<file path="config.mk">
export PLATFORM = sky130hd
export DESIGN_NAME = bus_send_arbiter
export DESIGN_NICKNAME = d
export VERILOG_FILES = /design/src/rtl/bus_send_arbiter.sv
export SDC_FILE = /design/constraint.sdc
export NUM_CORES = 1
export LEC_CHECK = 0
export ABC_CLOCK_PERIOD_IN_PS = 8500
export BUFFER_PORTS_ARGS = -buffer_cell sky130_fd_sc_hd__buf_4
export CAP_MARGIN = 20
export CELL_PAD_IN_SITES_DETAIL_PLACEMENT = 1
export CELL_PAD_IN_SITES_GLOBAL_PLACEMENT = 1
export CORE_ASPECT_RATIO = 0.5
export CORE_MARGIN = 2
export CORE_UTILIZATION = 38
export DETAILED_ROUTE_END_ITERATION = 12
export PLACE_DENSITY = 0.79
export SLEW_MARGIN = 5
export SYNTH_ARGS = -nofsm -noshare
export SYNTH_HDL_FRONTEND = slang
export SYNTH_SLANG_ARGS = --single-unit
</file>
<file path="constraint.sdc">
create_clock -name clk -period 8.5 [get_ports clk]
set_input_delay 2.55 -clock clk [delete_from_list [all_inputs] [get_ports clk]]
set_output_delay 2.55 -clock clk [all_outputs]
set_load 0.005 [all_outputs]
</file>
<file path="src/rtl/bus_send_arbiter.sv">
// Funnels single-word offers from REQUESTERS sources onto the core receiver bus.
// Each source has a one-entry slot. A round-robin pointer picks which full slot to offer next.
module bus_send_arbiter #(
    parameter int WORD_WIDTH = 32,
    parameter int REQUESTERS = 4,
    parameter int ID_WIDTH   = 2
) (
    input  logic                                  clk,
    input  logic                                  reset,
    input  logic [REQUESTERS-1:0]                 req_valid,
    input  logic [REQUESTERS-1:0][WORD_WIDTH-1:0] req_data,
    output logic [REQUESTERS-1:0]                 req_ready,
    output logic                                  receiver_send,
    output logic [WORD_WIDTH-1:0]                 receiver_data,
    input  logic                                  receiver_send_ack,
    output logic [ID_WIDTH-1:0]                   grant_id,
    output logic [7:0]                            drop_count
);

    localparam logic [0:0] IDLE  = 1'b0;
    localparam logic [0:0] OFFER = 1'b1;

    logic [0:0]                            state;
    logic [REQUESTERS-1:0]                 full;
    logic [REQUESTERS-1:0][WORD_WIDTH-1:0] slot_data;
    logic [ID_WIDTH-1:0]                   last_grant;
    logic [ID_WIDTH-1:0]                   sel_id;
    logic [ID_WIDTH-1:0]                   idx;
    logic                                  sel_any;
    logic                                  ack_hit;
    logic                                  any_drop;

    assign req_ready     = ~full;
    assign receiver_send = (state == OFFER);
    assign ack_hit       = (state == OFFER) && receiver_send_ack;
    assign any_drop      = |(req_valid & full);

    // Scan from farthest to nearest so the slot closest after last_grant wins.
    always_comb begin
        sel_any = 1'b0;
        sel_id  = '0;
        idx     = '0;
        for (int k = REQUESTERS; k >= 1; k--) begin
            idx = ID_WIDTH'((int'(last_grant) + k) % REQUESTERS);
            if (full[idx]) begin
                sel_any = 1'b1;
                sel_id  = idx;
            end
        end
    end

    always_ff @(posedge clk or posedge reset) begin
        if (reset) begin
            full      <= '0;
            slot_data <= '0;
        end else begin
            for (int i = 0; i < REQUESTERS; i++) begin
                if (ack_hit && int'(grant_id) == i) begin
                    full[i] <= 1'b0;
                end else if (req_valid[i] && !full[i]) begin
                    full[i]      <= 1'b1;
                    slot_data[i] <= req_data[i];
                end
            end
        end
    end

    always_ff @(posedge clk or posedge reset) begin
        if (reset) begin
            state         <= IDLE;
            receiver_data <= '0;
            grant_id      <= '0;
            last_grant    <= ID_WIDTH'(REQUESTERS - 1);
        end else begin
            case (state)
                IDLE: begin
                    if (sel_any) begin
                        state         <= OFFER;
                        grant_id      <= sel_id;
                        receiver_data <= slot_data[sel_id];
                    end
                end
                default: begin
                    if (receiver_send_ack) begin
                        state      <= IDLE;
                        last_grant <= grant_id;
                    end
                end
            endcase
        end
    end

    // One count per edge on which any source offers into a full slot.
    always_ff @(posedge clk or posedge reset) begin
        if (reset) begin
            drop_count <= 8'd0;
        end else if (any_drop && drop_count != 8'hFF) begin
            drop_count <= drop_count + 8'd1;
        end
    end

endmodule
</file>
After elaboration in Yosys (flattened, before gate mapping):

Cells that the tools add are included.

* register bits after elaboration: 177
* output and inout bits: 47
* word-level logic and storage cells: 89

* $add $sub $neg: 5
* $lt $le $gt $ge: 5
* eq/ne operators: 4
* muxes and demuxes: 29
* bitwise gates (word level): 7
* reduce and logical (&&, ||, !) cells: 26

Operators by type and width (number)
* 32-bit binary-select mux with 2-bit select: 1
* 32-bit 2-to-1 mux: 1
* 1-bit 2-to-1 mux: 19
* 2-bit by 3-bit less-than comparator with 1-bit output, second input constant: 5
* 2-bit AND reduction: 6
* 1-bit logical AND: 10
* 8-bit by 1-bit adder with 8-bit output, second input constant: 1
* 1-bit binary-select mux with 2-bit select: 4
* 2-bit 2-to-1 mux: 4
* 8-bit != test, second input constant: 1
* 2-bit nonzero test: 4
* 1-bit NOT: 5
* 2-bit by 1-bit adder with 2-bit output, second input constant: 2
* 2-bit adder, second input constant: 2
* 4-bit bitwise AND: 1
* 2-bit equality test, second input constant: 2
* 1-bit zero test: 4
* 4-bit NOT: 1
* 4-bit OR reduction: 1
* 2-bit by 1-bit equality test with 1-bit output, second input constant: 1
* 2-bit zero test: 1

Depth between registers and ports, before layout:

* depth in word-level cells: 9
* mapped depth: 8
* depth with buffers taken out: 6

Worst setup path before layout:

No wires, ideal clock.

* path type: in2reg
* from: input port receiver_send_ack
* to: register slot_data[0] in the netlist's numbering
* setup time: 128 ps
* data arrival time: 3570 ps
* setup slack: 4803 ps
* stages: 5
* path buffers: 1
* path through: nand2_1 > nor3_1 > nor3b_2 > buf_2 > mux2_1

* cells in the longest elaborated chain, start to end: 4

Ends and longest elaborated chain
* from (decl): line 15 `input logic receiver_send_ack,`
* 1-bit logical AND: line 35 `assign ack_hit = (state == OFFER) && receiver_send_ack;`
* 1-bit logical AND: line 58 `if (ack_hit && int'(grant_id) == i) begin`
* 1-bit NOT (no source line)
* 2-bit AND reduction (no source line)
* to (signal, indexed assignment): line 62 `slot_data[i] <= req_data[i];`
* to (decl): line 25 `logic [REQUESTERS-1:0][WORD_WIDTH-1:0] slot_data;`

No other way between the ends.
A chain may end at the register's enable or synchronous reset.

Worst setup path in the final report:

* from: input port receiver_send_ack
* to: register slot_data[32] in the netlist's numbering

The elaborated chain is that of the path after synthesis.

==> flow_summary_export.csv <==
group,metric,value,unit
logic_synthesis,syn_inst,532,
logic_synthesis,synth.area.top_cells,"dfrtp_1 (57%), mux2_1 (19%), mux2i_1 (8.6%)",
logic_synthesis,synth_top_area_cell,"dfrtp_1",
power_and_ir_drop,pwr-share-seq,42.9,%
logic_synthesis,synth.top_cell.area_share,57.2,%
sta,clock_skew,0.0140,ns
logic_synthesis,ys_ff_latch,177,
final_layout,layout-drive-gt1-share,34.4,%
drt,first_iter_violations,146,
power_and_ir_drop,p_sw,1.20,mW
placement,place_area,9180,sq um
floorplan,io-pin-count,182,
global_route,grtUsageMet1,24.9,%
global_route,grt_start_max_net_pins,79,
sta,hold_viol,0,
clocking,post-cts-setup-buffers,0,
logic_synthesis,synthesis.area,7650,sq um
global_route,grt.busiest_layer,"met2",
clocking,numCtsBuffers,17,
placement,post-place-ws,3.89,ns
drt,dr.pass1.iters,4,
power_and_ir_drop,clkPwrFrac,21.6,%
logic_synthesis,syn_avg_cell_area,14.4,sq um
drt,antenna_left,0,
final_layout,nets,841,
power_and_ir_drop,powerDensity,361,nW/um^2
floorplan,dieWidth,205,microns
run,max_cap_viol_count,0,
sta,final_max_slew_viol_count,0,
power_and_ir_drop,pwr-share-comb,35.6,%
placement,portBuffers,181,
power_and_ir_drop,vdd_ir_drop_max,0.000172,V
clocking,clock_tree.root_cell,"clkbuf_16",
worst_setup_path,crit_required,8.79,ns
logic_synthesis,yosys_warnings,0,
sta,fin_crit_sh,45.8,%
global_route,grt_pass1_vias,5511,
logic_synthesis,synth_edf_count,0,
sta,fmax,257,MHz
clocking,clk_path_buf_depth,2,
sta,worst_pin_slew,1.06,ns
logic_synthesis,ys_seq_area_share,57.9,%
clocking,insertion_delay,0.42,ns
logic_synthesis,ys.flop_type,"dfrtp_1",
floorplan,fp.coreArea,19600,sq um
clocking,cts_tree,"done",
global_route,grt.overflow.total,0,
floorplan,dieArea,21400,sq um
power_and_ir_drop,p_int,2.33,mW
sta,final.setup.tns,0,ns
hold_path,hp-class,"reg2reg",
sta,rsz0062_at_grt,"no",
sta,fin_hold_ws,0.488,ns
global_route,grt_pass1_wl,31400,microns
drt,wire_per_inst,20.2,microns
floorplan,start_util,39.0,%
final_layout,nFillCells,1981,
floorplan,rows,36,
clocking,cts_max_level,4,
placement,finalWeightedCongestion,0.771,
worst_setup_path,path_class,"in2reg",
logic_synthesis,synth_async_sr_flop_share,100,%
global_route,gr-usage-met2,32.3,%
sta,timing.final.ws_setup,4.61,ns
logic_synthesis,synth_fp_nets,668,
sta,slew_headroom,29.4,%
clocking,clkSlewWorstSetupHoldPaths,0.06,ns
drt,vias,5013,
clocking,holdBufCountCts,0,
drt,totalWireLength,19800,microns
sta,finalSetupViolCount,0,
floorplan,die_h,104,microns
power_and_ir_drop,p_sw_share,34.0,%
global_route,grtUsageMet3,3.57,%
worst_setup_path,path_max_fanout,18,
worst_setup_path,endpoint_kind,"flop",
final_layout,syn2layout_area_growth,28.0,%
final_layout,postLayoutCellArea,9790,sq um
power_and_ir_drop,p_leak,4.57,nW
worst_setup_path,cp-start-kind,"input port",
clocking,clock-sinks,177,
worst_setup_path,arrival,4.18,ns
drt,drc,0,
final_layout,antenna_cells,0,
placement,dp.cells,950,
placement,hpwl,13400,microns
global_route,grtUsageTotal,19.1,%
final_layout,final_cells,983,
logic_synthesis,synthDistinctLibCells,36,
drt,vias_per_cell,5.10,
clocking,cts_resized,0,
sta,min_period,3.89,ns
global_route,grt_antenna_before_repair,0,
outcome,status,"finished clean",
worst paths after layout:
check | startpoint | depth (start not counted) | slack (ns) | end
min | slot_data[14] | 1 | 0.49 | slot_data[14]
max reg2reg | full[2] | 4 | 5.34 | receiver_data[0]
min reg2reg | slot_data[14] | 1 | 0.49 | slot_data[14]
max in group asynchronous | reset | 3 | 5.03 | slot_data[111]
max | receiver_send_ack | 7 | 4.61 | slot_data[32]
min in group asynchronous | reset | 2 | 2.23 | receiver_data[22]
cells by family after synthesis:
logic type	synth area share, %
AOI/OAI and AO/OA	6.12
xor gates and xnor gates	0.801
adders and majority gates	0.164
buffers and inverters	3.43
DFF	57.9
muxes	27.8
and+or+nand+nor	3.79
power groups by stage:
stage               sequential (mW)  clock [mW]  combinational (mW)
floorplan                      1.44           0               0.920
global placement               1.50           0                1.22
detailed placement             1.53           0                1.27
CTS                            1.52       0.781                1.27
global route                   1.57       0.816                1.37
finish                         1.51       0.762                1.26
area by class of cell:
type,instances,area (sq um),share of cell area (%)
Inverter,6,27.5,0.281
Sequential cell,177,4430,45.3
Timing Repair Buffer,189,1450,14.8
Clock inverter,13,128,1.30
Clock buffer,18,439,4.49
Multi-Input combinational cell,314,2980,30.4
Tap cell,266,333,3.40
per-layer routing:
layer | vias to the layer above | part of all wire (%)
met5 | - | 0
met4 | 0 | 1.7
met3 | 24 | 2.8
met2 | 83 | 51
met1 | 2630 | 45
li1 | 2276 | -
cell usage in the layout, fill, tap and decap left out, types with 3 or more instances in the layout:
master and instances:
o221ai_2 14, xnor2_1 4, nand4_1 5, inv_1 4, xor2_1 3, nand3_1 3
mux2i_1 66, nor2_1 6, clkbuf_16 17, o221ai_1 18, buf_4 187, inv_6 5
clkinv_4 3, dfrtp_1 175, mux2_1 128, nand2_1 42, a22oi_1 3
flip-flops by register name, indices dropped and copies added (netlist names):
register       cells
slot_data        128
receiver_data     32
drop_count         8
receiver_send      1
grant_id           2
last_grant         2
full               4
metrics by stage:
| stage | utilization [%] | power, mW |
|---|---|---|
| 2_1_floorplan | - | 2.36 |
| 3_3_place_gp | 46.8 | 2.72 |
| 3_5_place_dp | 46.8 | 2.80 |
| 4_1_cts | 49.7 | 3.57 |
| 5_1_grt | 50.0 | 3.76 |
| 6_report | 50.0 | 3.53 |
Yosys cell counts, types with 4 or more instances:
master	count
buf_2	18
buf_4	5
buf_6	9
dfrtp_1	175
inv_1	5
mux2_1	128
mux2i_1	66
nand2_1	42
nand3_1	5
nand4_1	5
nor2_1	6
o221ai_1	18
o221ai_2	14
xnor2_1	4
worst max-delay path, cell delays in order:
cell	delay, ns
buf_4	0.13
nand2_1	0.13
nor2_1	0.07
nand2_1	0.13
nand3_2	0.47
buf_16	0.37
mux2_1	0.33
No activity file was read; power rests on OpenSTA's default activity.
